`src/rtl/gemv_arith_core.sv`:
```
// GEMV arithmetic core: a signed PE multiplier, a reciprocal-scale divider FSM and a 3-stage requantizer.
// Build option: define QUANT_SYMMETRIC_CLAMP_EN to clamp quantized output symmetrically to [-QMAX, QMAX].
module gemv_arith_core #(
  parameter int DATA_WIDTH = 8,
  parameter int FRAC_BITS  = 16
) (
  input  logic                      clk,
  input  logic                      rst,
  input  logic [DATA_WIDTH-1:0]     pe_w,
  input  logic [DATA_WIDTH-1:0]     pe_x,
  output logic [2*DATA_WIDTH-1:0]   pe_y,
  input  logic [4*DATA_WIDTH-1:0]   max_abs,
  input  logic                      sc_start,
  output logic [4*DATA_WIDTH-1:0]   recip_scale,
  output logic                      sc_ready,
  input  logic [4*DATA_WIDTH-1:0]   q_in,
  input  logic                      q_valid_in,
  output logic [DATA_WIDTH-1:0]     q_out,
  output logic                      q_valid_out
);

  localparam int W      = 4 * DATA_WIDTH;
  localparam int PW     = 2 * W;
  localparam int CW     = $clog2(W + 1);
  localparam int QMAX_I = (1 << (DATA_WIDTH - 1)) - 1;

  localparam logic [W-1:0]         DIVIDEND = W'(QMAX_I) << FRAC_BITS;
  localparam logic [CW-1:0]        LAST_CNT = CW'(W);
  localparam logic [PW-1:0]        ROUND_C  = PW'(1) << (FRAC_BITS - 1);
  localparam logic signed [PW-1:0] SAT_HI   = PW'(QMAX_I);
`ifdef QUANT_SYMMETRIC_CLAMP_EN
  localparam logic signed [PW-1:0] SAT_LO   = -SAT_HI;
`else
  localparam logic signed [PW-1:0] SAT_LO   = -SAT_HI - PW'(1);
`endif

  // ---------------------------------------------------------------- PE
  logic signed [2*DATA_WIDTH-1:0] pe_w_ext;
  logic signed [2*DATA_WIDTH-1:0] pe_x_ext;
  logic        [2*DATA_WIDTH-1:0] pe_y_reg;

  assign pe_w_ext = {{DATA_WIDTH{pe_w[DATA_WIDTH-1]}}, pe_w};
  assign pe_x_ext = {{DATA_WIDTH{pe_x[DATA_WIDTH-1]}}, pe_x};

  always_ff @(posedge clk) begin
    if (rst) begin
      pe_y_reg <= '0;
    end else begin
      pe_y_reg <= pe_w_ext * pe_x_ext;
    end
  end

  assign pe_y = pe_y_reg;

  // ---------------------------------------------------------------- Scale divider
  typedef enum logic [1:0] {IDLE, DIVIDE, DONE} sc_state_t;

  sc_state_t      sc_state_reg;
  logic [W-1:0]   div_d_reg;
  logic [W-1:0]   div_rem_reg;
  logic [W-1:0]   div_quo_reg;
  logic [CW-1:0]  div_cnt_reg;
  logic [W-1:0]   recip_reg;
  logic           ready_reg;

  logic [W:0]     rem_shift;
  logic [W-1:0]   div_rem_next;
  logic [W-1:0]   div_quo_next;
  logic           div_d_nonpos;

  assign div_d_nonpos = max_abs[W-1] || (max_abs == '0);

  // Remainder stays below D, so the subtraction result always fits in W bits.
  always_comb begin
    rem_shift    = {div_rem_reg, div_quo_reg[W-1]};
    div_rem_next = rem_shift[W-1:0];
    div_quo_next = {div_quo_reg[W-2:0], 1'b0};
    if (rem_shift >= {1'b0, div_d_reg}) begin
      div_rem_next = rem_shift[W-1:0] - div_d_reg;
      div_quo_next = {div_quo_reg[W-2:0], 1'b1};
    end
  end

  always_ff @(posedge clk) begin
    if (rst) begin
      sc_state_reg <= IDLE;
      div_d_reg    <= '0;
      div_rem_reg  <= '0;
      div_quo_reg  <= '0;
      div_cnt_reg  <= '0;
      recip_reg    <= '0;
      ready_reg    <= 1'b0;
    end else begin
      case (sc_state_reg)
        IDLE: begin
          if (sc_start) begin
            sc_state_reg <= DIVIDE;
            div_d_reg    <= div_d_nonpos ? W'(1) : max_abs;
            div_rem_reg  <= '0;
            div_quo_reg  <= DIVIDEND;
            div_cnt_reg  <= '0;
          end
        end
        DIVIDE: begin
          // W iteration cycles, then one load cycle: result lands W+1 edges after start.
          if (div_cnt_reg == LAST_CNT) begin
            recip_reg    <= div_quo_reg;
            ready_reg    <= 1'b1;
            sc_state_reg <= DONE;
          end else begin
            div_rem_reg <= div_rem_next;
            div_quo_reg <= div_quo_next;
            div_cnt_reg <= div_cnt_reg + CW'(1);
          end
        end
        DONE: begin
          if (!sc_start) begin
            ready_reg    <= 1'b0;
            sc_state_reg <= IDLE;
          end
        end
        default: begin
          sc_state_reg <= IDLE;
          ready_reg    <= 1'b0;
        end
      endcase
    end
  end

  assign recip_scale = recip_reg;
  assign sc_ready    = ready_reg;

  // ---------------------------------------------------------------- Quantizer
  logic signed [PW-1:0]         q_in_ext;
  logic signed [PW-1:0]         recip_ext;
  logic signed [PW-1:0]         s1_prod_reg;
  logic signed [PW-1:0]         s2_round_reg;
  logic        [DATA_WIDTH-1:0] s3_q_reg;
  logic        [DATA_WIDTH-1:0] s3_q_next;
  logic        [2:0]            qv_reg;

  assign q_in_ext  = {{W{q_in[W-1]}}, q_in};
  assign recip_ext = {{W{1'b0}}, recip_reg};

  always_comb begin
    s3_q_next = s2_round_reg[DATA_WIDTH-1:0];
    if (s2_round_reg > SAT_HI) begin
      s3_q_next = SAT_HI[DATA_WIDTH-1:0];
    end else if (s2_round_reg < SAT_LO) begin
      s3_q_next = SAT_LO[DATA_WIDTH-1:0];
    end
  end

  always_ff @(posedge clk) begin
    if (rst) begin
      s1_prod_reg  <= '0;
      s2_round_reg <= '0;
      s3_q_reg     <= '0;
    end else begin
      s1_prod_reg  <= q_in_ext * recip_ext;
      s2_round_reg <= (s1_prod_reg + $signed(ROUND_C)) >>> FRAC_BITS;
      s3_q_reg     <= s3_q_next;
    end
  end

  genvar gi;
  generate
    for (gi = 0; gi < 3; gi++) begin : g_qv
      if (gi == 0) begin : g_head
        always_ff @(posedge clk) begin
          if (rst) qv_reg[gi] <= 1'b0;
          else     qv_reg[gi] <= q_valid_in;
        end
      end else begin : g_tail
        always_ff @(posedge clk) begin
          if (rst) qv_reg[gi] <= 1'b0;
          else     qv_reg[gi] <= qv_reg[gi-1];
        end
      end
    end
  endgenerate

  assign q_out       = s3_q_reg;
  assign q_valid_out = qv_reg[2];

endmodule

```
`config.mk`:
```
export PLATFORM = sky130hd
export DESIGN_NAME = gemv_arith_core
export DESIGN_NICKNAME = d
export VERILOG_FILES = /design/src/rtl/gemv_arith_core.sv
export SDC_FILE = /design/constraint.sdc
export NUM_CORES = 2
export LEC_CHECK = 0
export ABC_AREA = 1
export ABC_CLOCK_PERIOD_IN_PS = 8700
export CORE_MARGIN = 10
export CORE_UTILIZATION = 64
export DETAILED_ROUTE_END_ITERATION = 10
export PLACE_DENSITY = 0.85
export SYNTH_ARGS = -nofsm -noshare
export SYNTH_HDL_FRONTEND = slang
export SYNTH_SLANG_ARGS = --single-unit
```
`constraint.sdc`:
```
create_clock -name clk -period 8.7 [get_ports clk]
set_input_delay 0.87 -clock clk [delete_from_list [all_inputs] [get_ports clk]]
set_output_delay 0.87 -clock clk [all_outputs]
set_load 0.05 [all_outputs]
```
Word-level counts from Yosys, hierarchy flattened
Cells that the tools add are included.

word-level totals
  flip-flop bits (word level) = 276
  input bits = 84
  output and inout bits = 58
  word-level logic and storage cells = 62

cells by class
  add/sub/neg operators = 3
  multiply operators = 2
  magnitude comparators = 3
  equal/unequal tests = 7
  muxes and demuxes = 21
  bitwise logic cells = 1
  reduce and logical (&&, ||, !) cells = 10

operators by type and width
  cell                      number
  $mux W32                  6
  $pmux W32 S2              2
  $add A64 B17 Y64 const B  1
  $mul A32 B33 Y64          1
  $gt A48 B8 Y1 const B     1
  $lt A48 B8 Y1 const B     1
  $ge A33 B32 Y1            1
  $logic_not A32 Y1         1
  $sub A32 B32 Y32          1
  $mul A8 B8 Y16            1
  $mux W6                   2
  $pmux W6 S2               1
  $reduce_and A3 Y1         3
  $mux W8                   1
  $ne A2 B2 Y1 const B      4
  $mux W7                   1
  $add A6 B1 Y6 const B     1
  $eq A6 B6 Y1 const B      1
  $mux W2                   3
  $pmux W2 S3               1
  $reduce_and A2 Y1         2
  $mux W1                   3
  $pmux W1 S3               1
  $eq A2 B1 Y1 const B      1
  6 further kinds           6

Longest topological paths before layout
  word-level depth = 4
  gate-level depth with buffers = 34
  mapped depth without buffers = 32

Worst setup path after synthesis
Ideal clock, no wire load.

  path type = input port to flip-flop
  from = in q_in[31]
  to = reg s1_prod_reg[53]
  setup time = 0.113 ns
  arrival time = 6.889 ns
  setup slack = 1.698 ns
  stages on the path = 25
  path buffers = 2
  cell sequence = clkbuf_1 > inv_1 > buf_1 > nor2_1 > fa_1 > fa_1 > fa_1 > fa_1 > fa_1 > fa_1 > fa_1 > inv_1 > fa_1 > inv_1 > ha_1 > a21oi_1 > o21ai_0 > a21oi_1 > o21ai_0 > nand2_1 > nand2_1 > nor2_1 > nand2_1 > nand2_1 > nor2_1

between the ends
  cells in the longest elaborated chain, start to end = 1

ends and longest elaborated chain
  element               line  text
  start, declared       16    input logic [4*DATA_WIDTH-1:0] q_in,
  $mul A32 B33 Y64      160   s1_prod_reg <= q_in_ext * recip_ext;
  end signal, assigned  160
  end, declared         136   logic signed [PW-1:0] s1_prod_reg;

Every way passes these cells.
A chain may end at the register's enable or synchronous reset.

Final worst setup path
  from = in q_in[7]
  to = reg s1_prod_reg[21]

The elaborated chain is that of the path after synthesis.

==> metrics.cfg <==
[clock_network]
cts_buffer_depth = 3
holdBufCountCts = 0
cts_made_buffers = 29
path_clk_slew_ns = 0.07
cts_num_sinks = 261
cts.htree.levels = 1
ctsResizeCount = 0
postCtsSetupRepairBufs = 0
clock_latency_ns = 0.59
clock_tree.root_cell = clkbuf_16
cts_tree = done

[setup_path]
reg2reg_slack_ns = 0.67
cp-end-kind = flip-flop
crit_buf_inv = 8
critPathLaunch = q_in[7]
r2r_end = s1_prod_reg[50]
critPathSlowestCell = clkdlybuf4s50_1
cpPeakStageDelay_ns = 0.87
path_cells = clkdlybuf4s50_1 -> nand2_1 -> inv_1 -> fa_1 -> fa_1 -> fa_1 -> inv_1 -> fa_1 -> inv_1 -> fa_1 -> inv_1 -> fa_1 -> inv_1 -> fa_1 -> inv_1 -> fa_1 -> inv_1 -> ha_1 -> nand2_1 -> nor2_1 -> nand2_1 -> o21ai_0 -> o21ai_0 -> a21oi_1
reg2reg_depth = 24
critical_path.top_delay_family = adder cells
path_depth = 24
cp-start-kind = primary input
worstPathArrival_ns = 8.52
path_class = in2reg
critPathMaxFanout = 15
critical_path.most_common_cell = fa_1
required_ns = 9.14
r2r_start = recip_scale[16]

[logic_synthesis]
synth-edff-count = 0
synthAdderAreaFrac = 0.463
synthCells = 6887
yosys_warnings = 0
avgSynthCellArea_um2 = 7.35
synthSimpleGateAreaFrac = 0.193
synth-compound-area-share = 0.0569
synth_top_family_by_area = adder cells
synth-seq-area-share = 0.103
ys_seq_elements = 261
ys_async_sr_fraction = 0
synth_cell_types = 55
syn-cell-area_mm2 = 0.0506
synth_area_leaders = fa_1 (38%), inv_1 (16%), nand2_1 (13%)
synth-xor-area-share = 0.00623
synth_nets = 8274
yosys-mux-area-fraction = 0
synth.top_cells.by_count = inv_1 (2,101), nand2_1 (1,705), fa_1 (952)
yosysMostFrequentCell = inv_1
synth_flop_cell = dfxtp_1
netlist.area_leader.share = 0.377
yosysTopAreaCell = fa_1

[floorplan]
die_h_um = 301
core_mm2 = 0.0787
start_util = 0.643
die_w_um = 301
num_rows = 103
io_pins = 142
dieArea_mm2 = 0.0907

[routing]
ant_nets = 0
vias = 43314
drc = 0
via_per_inst = 5.43
drt_iter0_markers = 3756
wirelength_um = 146000
wire_per_inst_um = 18.3
first_pass_iters = 9

[sta]
min_period_ns = 8.08
slew_headroom = 0.206
setup_viol = 0
worstMarginPinSlew_ns = 1.19
hold_viol = 0
fmaxAchievable_ghz = 0.124
slew_viol_final = 0
finClkSkew_ns = 0.0106
tns_ns = 0
rsz0062_at_grt = false
final.period_utilization = 0.929

[cells_and_area]
multi_input_area_mm2 = 0.0364
drive_above_1_share = 0.0352
fillCellCount = 6306
final_util = 0.690
largest_register_ffs = 49
regArea_mm2 = 0.00523
fin_nets = 8296
area_growth_pct = 7.31

[placed_design]
place_congestion = 1.00
port_buffers = 141
hpwl_um = 122000

[grt]
grt_max_degree = 65
grt_pass1_vias = 45813
top_usage_layer = met2
antenna_found_initial = 4
gr-usage-met3 = 0.0442
met2_usage = 0.558
grt_use_total = 0.328
met1_usage = 0.404
grt_pass1_wl_um = 238000
grt_remaining_overflow = 0

[status]
status = complete, no violations

[worst_hold_path]
min_from = qv_reg[1]
worstHoldPathCells = 2
min_path_type = reg2reg
worstHoldEndpoint = q_valid_out

[power_and_ir_drop]
p_leak_nw = 31.7
p_per_area_mw_per_mm2 = 131
ir_drop_uv = 280

[run]
maxCapViolCount = 0

how the worst max path moves through the flow:
stage / to / slack (ns)
detailed placement: s1_prod_reg[53] / 0.25
floorplan: s1_prod_reg[53] / 1.70
global placement: s1_prod_reg[50] / 0.20
CTS: s1_prod_reg[50] / 0.79
finish: s1_prod_reg[21] / 0.62
global route: s1_prod_reg[21] / 0.27
area by class of cell:
type,count,share of cell area
sequential,261,0.0962
tap,1050,0.0242
clock inverter,19,0.00431
antenna,4,0.000184
clock buffer,33,0.0140
multi-input combinational,4242,0.670
inverter,2107,0.146
timing repair buffer,268,0.0451
metrics by stage:
step / power, mW / hold slack [ns] / setup slack, ns / area, um2 / cells
final: 7.10 / 0.407 / 0.618 / 54300 / 7984
after global routing: 7.70 / 0.419 / 0.275 / 54300 / 7983
after CTS: 7.07 / 0.408 / 0.787 / 54300 / 7980
after detailed placement: 5.74 / 0.396 / 0.251 / 53300 / 7928
after global placement: 5.65 / 0.391 / 0.200 / 53300 / 7928
after floorplan: 4.76 / 0.388 / 1.70 / 50600 / 6887
cells in the final DEF (no fill, tap or decap), drive strengths merged, types with 33 or more instances in the layout:
cell and instances:
inv 2114, nand2 1716, fa 952, ha 351
nor2 339, dfxtp 261, a21oi 254, clkdlybuf4s50 140
nand3 140, o21ai 132, buf 128, nor3 62
o22ai 39, nand4 39, nor4 33, clkbuf 33
per-layer routing:
| metal | vias up | wire length (um) |
|---|---|---|
| met4 | 2 | 8940 |
| met2 | 1928 | 70500 |
| met1 | 21090 | 55500 |
| met5 | - | 11 |
| met3 | 509 | 11200 |
| li1 | 19785 | - |
logic make-up (layout without fill, tap and decap cells):
logic type	count (synthesis)	after routing
AND/OR/NAND/NOR	2389	2389
buffers and inverters	2384	2427
adder cells (fa/ha/maj)	1303	1303
AO/OA/AOI/OAI	514	514
flip-flops	261	261
XOR/XNOR	36	36
other	0	4
worst reg2reg max path: stages (launching register included):
cell	delay [ns]
dfxtp_1	1.00
buf_4	0.43
nand2_1	0.14
fa_1	0.54
fa_1	0.55
inv_1	0.06
fa_1	0.48
fa_1	0.54
fa_1	0.52
fa_1	0.54
fa_1	0.59
inv_1	0.07
fa_1	0.53
inv_1	0.05
ha_1	0.39
nand2_1	0.13
nor2_1	0.15
inv_1	0.10
nor2_1	0.19
inv_1	0.12
nor2_1	0.23
nand3_1	0.17
nand3_1	0.10
nand2_1	0.05
nor2_1	0.27
report_power, final:
part / switching [mW] / leakage (nW) / internal [mW]
clock network: 0.552 / 0.492 / 0.755
registers: 0.0837 / 2.13 / 1.33
logic: 2.93 / 29.1 / 1.45
Note: power is estimated with default switching activity, not from simulation.
